--- src/rtl/arb_pkg.sv ---
// Shared types for the L2 request arbiter: FSM states, requester ids and line-address helpers.
package arb_pkg;

  localparam int unsigned StarveMaxDef  = 4;
  localparam int unsigned LineOffsetDef = 5;

  typedef enum logic [1:0] {
    IDLE,
    BUSY_I,
    BUSY_D,
    BUSY_PF
  } arb_state_t;

  typedef enum logic [1:0] {
    REQ_I,
    REQ_D,
    REQ_PF
  } req_id_t;

  typedef logic [32-LineOffsetDef-1:0] line_addr_t;

  // Mask that keeps the line-address bits of a byte address.
  function automatic logic [31:0] line_mask(input int unsigned offset);
    return ~((32'd1 << offset) - 32'd1);
  endfunction

endpackage

--- src/rtl/pf_slot.sv ---
// One-entry prefetch slot: holds a pending prefetch until it is issued, superseded by a newer
// capture, or absorbed by a demand fetch of the same line.
module pf_slot
  import arb_pkg::*;
#(
  parameter int unsigned LINE_OFFSET = LineOffsetDef
) (
  input  logic        clk_i,
  input  logic        rst_ni,
  input  logic        capture_i,
  input  logic [31:0] capture_addr_i,
  input  logic        issue_i,
  input  logic        demand_i,
  input  logic [31:0] demand_addr_i,
  output logic        valid_o,
  output logic [31:0] addr_o,
  output logic        drop_o
);

  localparam logic [31:0] LineMask = line_mask(LINE_OFFSET);

  logic        valid_q, valid_d;
  logic [31:0] addr_q, addr_d;
  logic        drop_q, drop_d;
  logic        cap_match, dem_match;

  assign cap_match = valid_q && (((capture_addr_i ^ addr_q) & LineMask) == 32'd0);
  assign dem_match = demand_i && valid_q && (((demand_addr_i ^ addr_q) & LineMask) == 32'd0);

  always_comb begin
    valid_d = valid_q;
    addr_d  = addr_q;
    drop_d  = 1'b0;
    if (capture_i) begin
      // A capture always leaves the slot valid; a same-line capture keeps the old entry.
      valid_d = 1'b1;
      if (!cap_match) begin
        addr_d = capture_addr_i;
      end
      // An entry being issued this cycle is not lost, so it is not reported as dropped.
      drop_d = valid_q && !cap_match && !issue_i;
    end else if (issue_i || dem_match) begin
      valid_d = 1'b0;
      drop_d  = dem_match;
    end
  end

  always_ff @(posedge clk_i or negedge rst_ni) begin
    if (!rst_ni) begin
      valid_q <= 1'b0;
      addr_q  <= 32'd0;
      drop_q  <= 1'b0;
    end else begin
      valid_q <= valid_d;
      addr_q  <= addr_d;
      drop_q  <= drop_d;
    end
  end

  assign valid_o = valid_q;
  assign addr_o  = addr_q & LineMask;
  assign drop_o  = drop_q;

endmodule

--- src/rtl/l2_req_arbiter.sv ---
// Shares the single L2 request port between icache, dcache and a next-line prefetch slot,
// one transaction in flight, dcache first with an icache starvation guard.
module l2_req_arbiter
  import arb_pkg::*;
#(
  parameter int unsigned STARVE_MAX  = StarveMaxDef,
  parameter int unsigned LINE_OFFSET = LineOffsetDef
) (
  input  logic         clk,
  input  logic         reset_n,
  input  logic         i_pmem_read,
  input  logic [31:0]  i_pmem_address,
  output logic         i_pmem_resp,
  output logic [255:0] i_pmem_rdata,
  input  logic         d_pmem_read,
  input  logic         d_pmem_write,
  input  logic [31:0]  d_pmem_address,
  input  logic [255:0] d_pmem_wdata,
  output logic         d_pmem_resp,
  output logic [255:0] d_pmem_rdata,
  input  logic         pf_valid,
  input  logic [31:0]  pf_address,
  output logic         pf_drop,
  output logic         ab_pmem_read,
  output logic         ab_pmem_write,
  output logic [31:0]  ab_pmem_address,
  output logic [255:0] ab_pmem_wdata,
  input  logic         ab_pmem_resp,
  input  logic [255:0] ab_pmem_rdata
);

  arb_state_t   state_q, state_d;
  logic [2:0]   starve_cnt_q, starve_cnt_d;
  logic         rd_q, rd_d;
  logic         wr_q, wr_d;
  logic [31:0]  addr_q, addr_d;
  logic [255:0] wdata_q, wdata_d;

  logic         grant;
  req_id_t      win;
  logic         slot_valid;
  logic [31:0]  slot_addr;

  pf_slot #(
    .LINE_OFFSET(LINE_OFFSET)
  ) u_pf_slot (
    .clk_i         (clk),
    .rst_ni        (reset_n),
    .capture_i     (pf_valid),
    .capture_addr_i(pf_address),
    .issue_i       (grant && (win == REQ_PF)),
    .demand_i      (grant && (win == REQ_I)),
    .demand_addr_i (i_pmem_address),
    .valid_o       (slot_valid),
    .addr_o        (slot_addr),
    .drop_o        (pf_drop)
  );

  // Arbitration, only meaningful in IDLE.
  always_comb begin
    grant = 1'b0;
    win   = REQ_I;
    if (state_q == IDLE) begin
      if (i_pmem_read && (starve_cnt_q == 3'(STARVE_MAX))) begin
        grant = 1'b1;
        win   = REQ_I;
      end else if (d_pmem_read || d_pmem_write) begin
        grant = 1'b1;
        win   = REQ_D;
      end else if (i_pmem_read) begin
        grant = 1'b1;
        win   = REQ_I;
      end else if (slot_valid) begin
        grant = 1'b1;
        win   = REQ_PF;
      end
    end
  end

  always_comb begin
    state_d      = state_q;
    starve_cnt_d = starve_cnt_q;
    rd_d         = rd_q;
    wr_d         = wr_q;
    addr_d       = addr_q;
    wdata_d      = wdata_q;
    unique case (state_q)
      IDLE: begin
        if (grant) begin
          case (win)
            REQ_I: begin
              state_d      = BUSY_I;
              rd_d         = 1'b1;
              wr_d         = 1'b0;
              addr_d       = i_pmem_address;
              wdata_d      = '0;
              starve_cnt_d = 3'd0;
            end
            REQ_D: begin
              state_d = BUSY_D;
              // Write wins if both are ever raised, keeping read/write exclusive on L2.
              rd_d    = d_pmem_read && !d_pmem_write;
              wr_d    = d_pmem_write;
              addr_d  = d_pmem_address;
              wdata_d = d_pmem_wdata;
              if (i_pmem_read && (starve_cnt_q != 3'd7)) begin
                starve_cnt_d = starve_cnt_q + 3'd1;
              end
            end
            default: begin
              state_d = BUSY_PF;
              rd_d    = 1'b1;
              wr_d    = 1'b0;
              addr_d  = slot_addr;
              wdata_d = '0;
            end
          endcase
        end
      end
      BUSY_I, BUSY_D, BUSY_PF: begin
        // Returning to IDLE for a cycle lets the finished requester drop its request.
        if (ab_pmem_resp) begin
          state_d = IDLE;
          rd_d    = 1'b0;
          wr_d    = 1'b0;
        end
      end
      default: begin
        state_d = IDLE;
        rd_d    = 1'b0;
        wr_d    = 1'b0;
      end
    endcase
  end

  always_ff @(posedge clk or negedge reset_n) begin
    if (!reset_n) begin
      state_q      <= IDLE;
      starve_cnt_q <= 3'd0;
      rd_q         <= 1'b0;
      wr_q         <= 1'b0;
      addr_q       <= 32'd0;
      wdata_q      <= '0;
    end else begin
      state_q      <= state_d;
      starve_cnt_q <= starve_cnt_d;
      rd_q         <= rd_d;
      wr_q         <= wr_d;
      addr_q       <= addr_d;
      wdata_q      <= wdata_d;
    end
  end

  assign ab_pmem_read    = rd_q;
  assign ab_pmem_write   = wr_q;
  assign ab_pmem_address = addr_q;
  assign ab_pmem_wdata   = wdata_q;

  assign i_pmem_resp  = (state_q == BUSY_I) && ab_pmem_resp;
  assign d_pmem_resp  = (state_q == BUSY_D) && ab_pmem_resp;
  assign i_pmem_rdata = i_pmem_resp ? ab_pmem_rdata : '0;
  assign d_pmem_rdata = d_pmem_resp ? ab_pmem_rdata : '0;

endmodule

--- config.mk ---
export PLATFORM = sky130hd
export DESIGN_NAME = l2_req_arbiter
export DESIGN_NICKNAME = d
export VERILOG_FILES = /design/src/rtl/arb_pkg.sv /design/src/rtl/pf_slot.sv /design/src/rtl/l2_req_arbiter.sv
export SDC_FILE = /design/constraint.sdc
export NUM_CORES = 1
export LEC_CHECK = 0
export CELL_PAD_IN_SITES_DETAIL_PLACEMENT = 1
export CELL_PAD_IN_SITES_GLOBAL_PLACEMENT = 2
export CORE_AREA = 2 2 560 562
export CTS_BUF_LIST = sky130_fd_sc_hd__clkbuf_4
export CTS_CLUSTER_DIAMETER = 100
export DETAILED_ROUTE_END_ITERATION = 7
export DIE_AREA = 0 0 562 564
export GPL_ROUTABILITY_DRIVEN = 0
export PLACE_DENSITY_LB_ADDON = 0.1
export SLEW_MARGIN = 20
export SYNTH_ARGS = -nofsm -noshare
export SYNTH_HDL_FRONTEND = slang
export SYNTH_SLANG_ARGS = --single-unit
--- constraint.sdc ---
create_clock -name clk -period 2.1 [get_ports clk]
set_input_delay 0.42 -clock clk [delete_from_list [all_inputs] [get_ports clk]]
set_output_delay 0.42 -clock clk [all_outputs]
set_load 0.05 [all_outputs]
==> metrics.yaml <==
global_route:
  gr-usage-met2_pct: 21.5
  grt_usage_pct: 14.2
  met1_usage_pct: 18.5
  use_met3_pct: 6.91
  busiest_layer: "met2"
  grt-ovfl-total: 0
  grt_max_degree: 51
  antenna_found_initial: 191
  grt_pass1_vias: 23100
  grt_pass1_wl_mm: 288
clock_network:
  cts_inserted_buffers: 109
  cts_tree: "done"
  clk_latency_ns: 0.98
  htreeDepth: 3
  path_clk_slew_ns: 0.07
  root_buffer: "clkbuf_4"
  cts_max_path_buffers: 3
  cts_sinks: 324
yosys:
  syn_nets: 2105
  synthArstFlopShare_pct: 100
  synthMuxAreaShare_pct: 2.37
  syn_inst: 1487
  synth-compound-area-share_pct: 17.5
  synthTopCellsByCount: "and2_1, dfrtp_1, a22o_1"
  synth-main-ff-cell: "dfrtp_1"
  synthSimpleGateAreaFrac_pct: 22.6
  ys_types: 35
  synth-edff-count: 0
  yosysTopAreaCell: "dfrtp_1"
  synth_area_leaders: "dfrtp_1, and2_1, a22o_1, clkbuf_1, xnor2_1"
  ys_seq_area_share_pct: 50.6
  synth_seq_cells: 324
  synth.most_common_cell: "and2_1"
  synth_area_sq_um: 16000
  synth_top_family_by_area: "simple AND/OR/NAND/NOR gates"
  synth-xor-area-share_pct: 3.01
  netlist.area_leader.share_pct: 50.6
  ys_warn_count: 0
  synthAdderAreaFrac_pct: 0.234
  syn_avg_cell_area_sq_um: 10.8
layout:
  area_growth_pct: 205
  fin_area_sq_um: 48900
  multiInputGateArea_sq_um: 7920
  layout.nets: 4099
  n_fill_cell: 35500
  drive_gt1_share_pct: 38.9
  final-seq-area_sq_um: 8110
pwr:
  switching_share_pct: 52.2
  intPower_w: 0.0293
  peakVddDrop_mv: 0.423
  p_leak_nw: 19.8
  pwr_density_cell_nw_per_um2: 1250
  pwr-share-seq_pct: 17.3
  clock_power_share_pct: 12.0
  power.net_switching_w: 0.0320
  pwr-share-comb_pct: 70.7
placement:
  hpwl_mm: 202
  dpl-instance-area_sq_um: 42700
  preCtsSetupSlack_ns: -0.807
  io_buffers: 1414
status:
  violations: "negative setup slack"
  status: "finished, violations left"
die:
  die-area_sq_um: 317000
  core_sq_um: 311000
  die_w_um: 562
  start_util_pct: 5.15
  num_rows: 205
  die_h_um: 564
  ios: 1420
timing:
  finClkSkew_ns: 0.0731
  timing.final.ws_setup_ns: -0.915
  worst_pin_slew_ns: 0.634
  slew_headroom_pct: 57.4
  timing.final.crit_share_pct: 144
  setup-violations-final: 896
  fin_setup_tns_ns: -493.62
  rsz0062_at_grt: "yes"
  fmax_mhz: 332
  hold_viol: 0
  finalMaxSlewViolations: 0
  fin_crit_ns: 3.01
detailed_routing:
  routedWlPerCell_um: 30.2
  routed_wl_mm: 234
  first_iter_violations: 773
  drc: 0
  drt_pass1_iterations: 6
  num_vias: 21200
  viasPerCell: 2.73
  drtAntennaViolNets: 0
worst_setup_path:
  endpoint_kind: "output port"
  arrival_ns: 2.59
  start_kind: "flop"
  worst_ep_required_time_ns: 1.68
  timing.rr.start: "state_q[0]$_DFFE_PN0P_"
  worstSetupPathType: "flop to output port"
  crit_start: "state_q[0]$_DFFE_PN0P_"
  path_max_fanout: 10
worst_hold_path:
  holdCritStartpoint: "d_pmem_wdata[204]"
  hold_class: "primary input to flop"
flow_run:
  max-cap-violations: 0
final cells by class:
cell class | count | area share [%]
antenna | 49 | 0.251
clock buffer | 166 | 2.55
clock inverter | 25 | 0.274
inverter | 10 | 0.0767
multi-input combinational | 1019 | 16.2
sequential | 324 | 16.6
tap | 4140 | 10.6
timing repair buffer | 2017 | 53.5
sequential cells by signal, indices dropped and copies added, names as in the netlist:
| name | flops |
|---|---|
| ab_pmem_wdata | 256 |
| ab_pmem_address | 32 |
| u_pf_slot.addr_q | 27 |
| starve_cnt_q | 3 |
| state_q | 2 |
| ab_pmem_read | 1 |
| ab_pmem_write | 1 |
| u_pf_slot.drop_o | 1 |
| u_pf_slot.valid_o | 1 |
critical path, cell delays in order (launching register included):
cell,delay [ns]
dfrtp_1,0.40
buf_6,0.13
and3_4,0.16
buf_6,0.12
buf_12,0.14
buf_12,0.17
and2_4,0.18
buf_12,0.13
buf_12,0.14
metrics by stage:
stage               power [W]  hold WS [ns]  cells  utilization, %
floorplan              0.0306         0.124   1487               -
global placement       0.0528         0.345   7136            13.7
detailed placement     0.0527         0.345   7136            13.7
CTS                    0.0627       0.00565   7690            15.5
global route           0.0646        0.0283   7717            15.7
finish                 0.0613         0.197   7750            15.7
per-layer routing:
| layer | vias to the layer above | routed length (um) |
|---|---|---|
| met5 | - | 612 |
| met3 | 329 | 25800 |
| li1 | 9319 | - |
| met2 | 1183 | 101000 |
| met4 | 92 | 3600 |
| met1 | 10200 | 103000 |
path summary, 6_finish.rpt:
check / endpoint / slack (ns) / depth (start not counted)
min in group asynchronous: ab_pmem_wdata[17]$_DFFE_PN0P_ / 0.64 / 4
min: ab_pmem_wdata[204]$_DFFE_PN0P_ / 0.20 / 2
min reg2reg: ab_pmem_wdata[225]$_DFFE_PN0P_ / 0.50 / 1
max in group asynchronous: ab_pmem_wdata[239]$_DFFE_PN0P_ / 0.96 / 5
max reg2reg: u_pf_slot.drop_o$_DFF_PN0_ / -0.65 / 9
max: i_pmem_rdata[36] / -0.91 / 8
power groups by stage:
| stage | registers, W | clock network (W) | logic (W) |
|---|---|---|---|
| 2_1_floorplan | 0.0189 | 0 | 0.0116 |
| 3_3_place_gp | 0.0107 | 0 | 0.0421 |
| 3_5_place_dp | 0.0106 | 0 | 0.0420 |
| 4_1_cts | 0.0106 | 0.00808 | 0.0441 |
| 5_1_grt | 0.0109 | 0.00829 | 0.0454 |
| 6_report | 0.0106 | 0.00737 | 0.0433 |
cell families after synthesis:
group                    Yosys count
flip-flops                       324
buffers and inverters            144
XOR/XNOR                          55
adder cells (fa/ha/maj)            3
AO/OA/AOI/OAI                    331
AND/OR/NAND/NOR                  603
multiplexers                      27
cell usage in the layout (no fill, tap or decap), types with 17 or more instances in the layout:
cell / count
dfrtp_1: 324
a22o_1: 260
mux2_4: 20
buf_12: 628
nor2_1: 31
and2_1: 283
clkdlybuf4s50_1: 736
nand2_1: 29
and2_4: 225
a22oi_1: 27
diode_2: 49
xnor2_1: 36
dlygate4sd3_1: 334
xor2_1: 19
buf_4: 282
a31oi_1: 27
clkbuf_4: 166
clkinv_1: 17
repair_timing:
action                                 in CTS  in global routing
pin swaps                                  29                 35
setup endpoints to repair                 945               1110
hold buffers                              335                  0
gates resized for setup                   174                118
buffers inserted                           20                  8
endpoints found under the hold margin     633                  0
gates cloned                                9                  9
(Power assumes the default switching activity.)
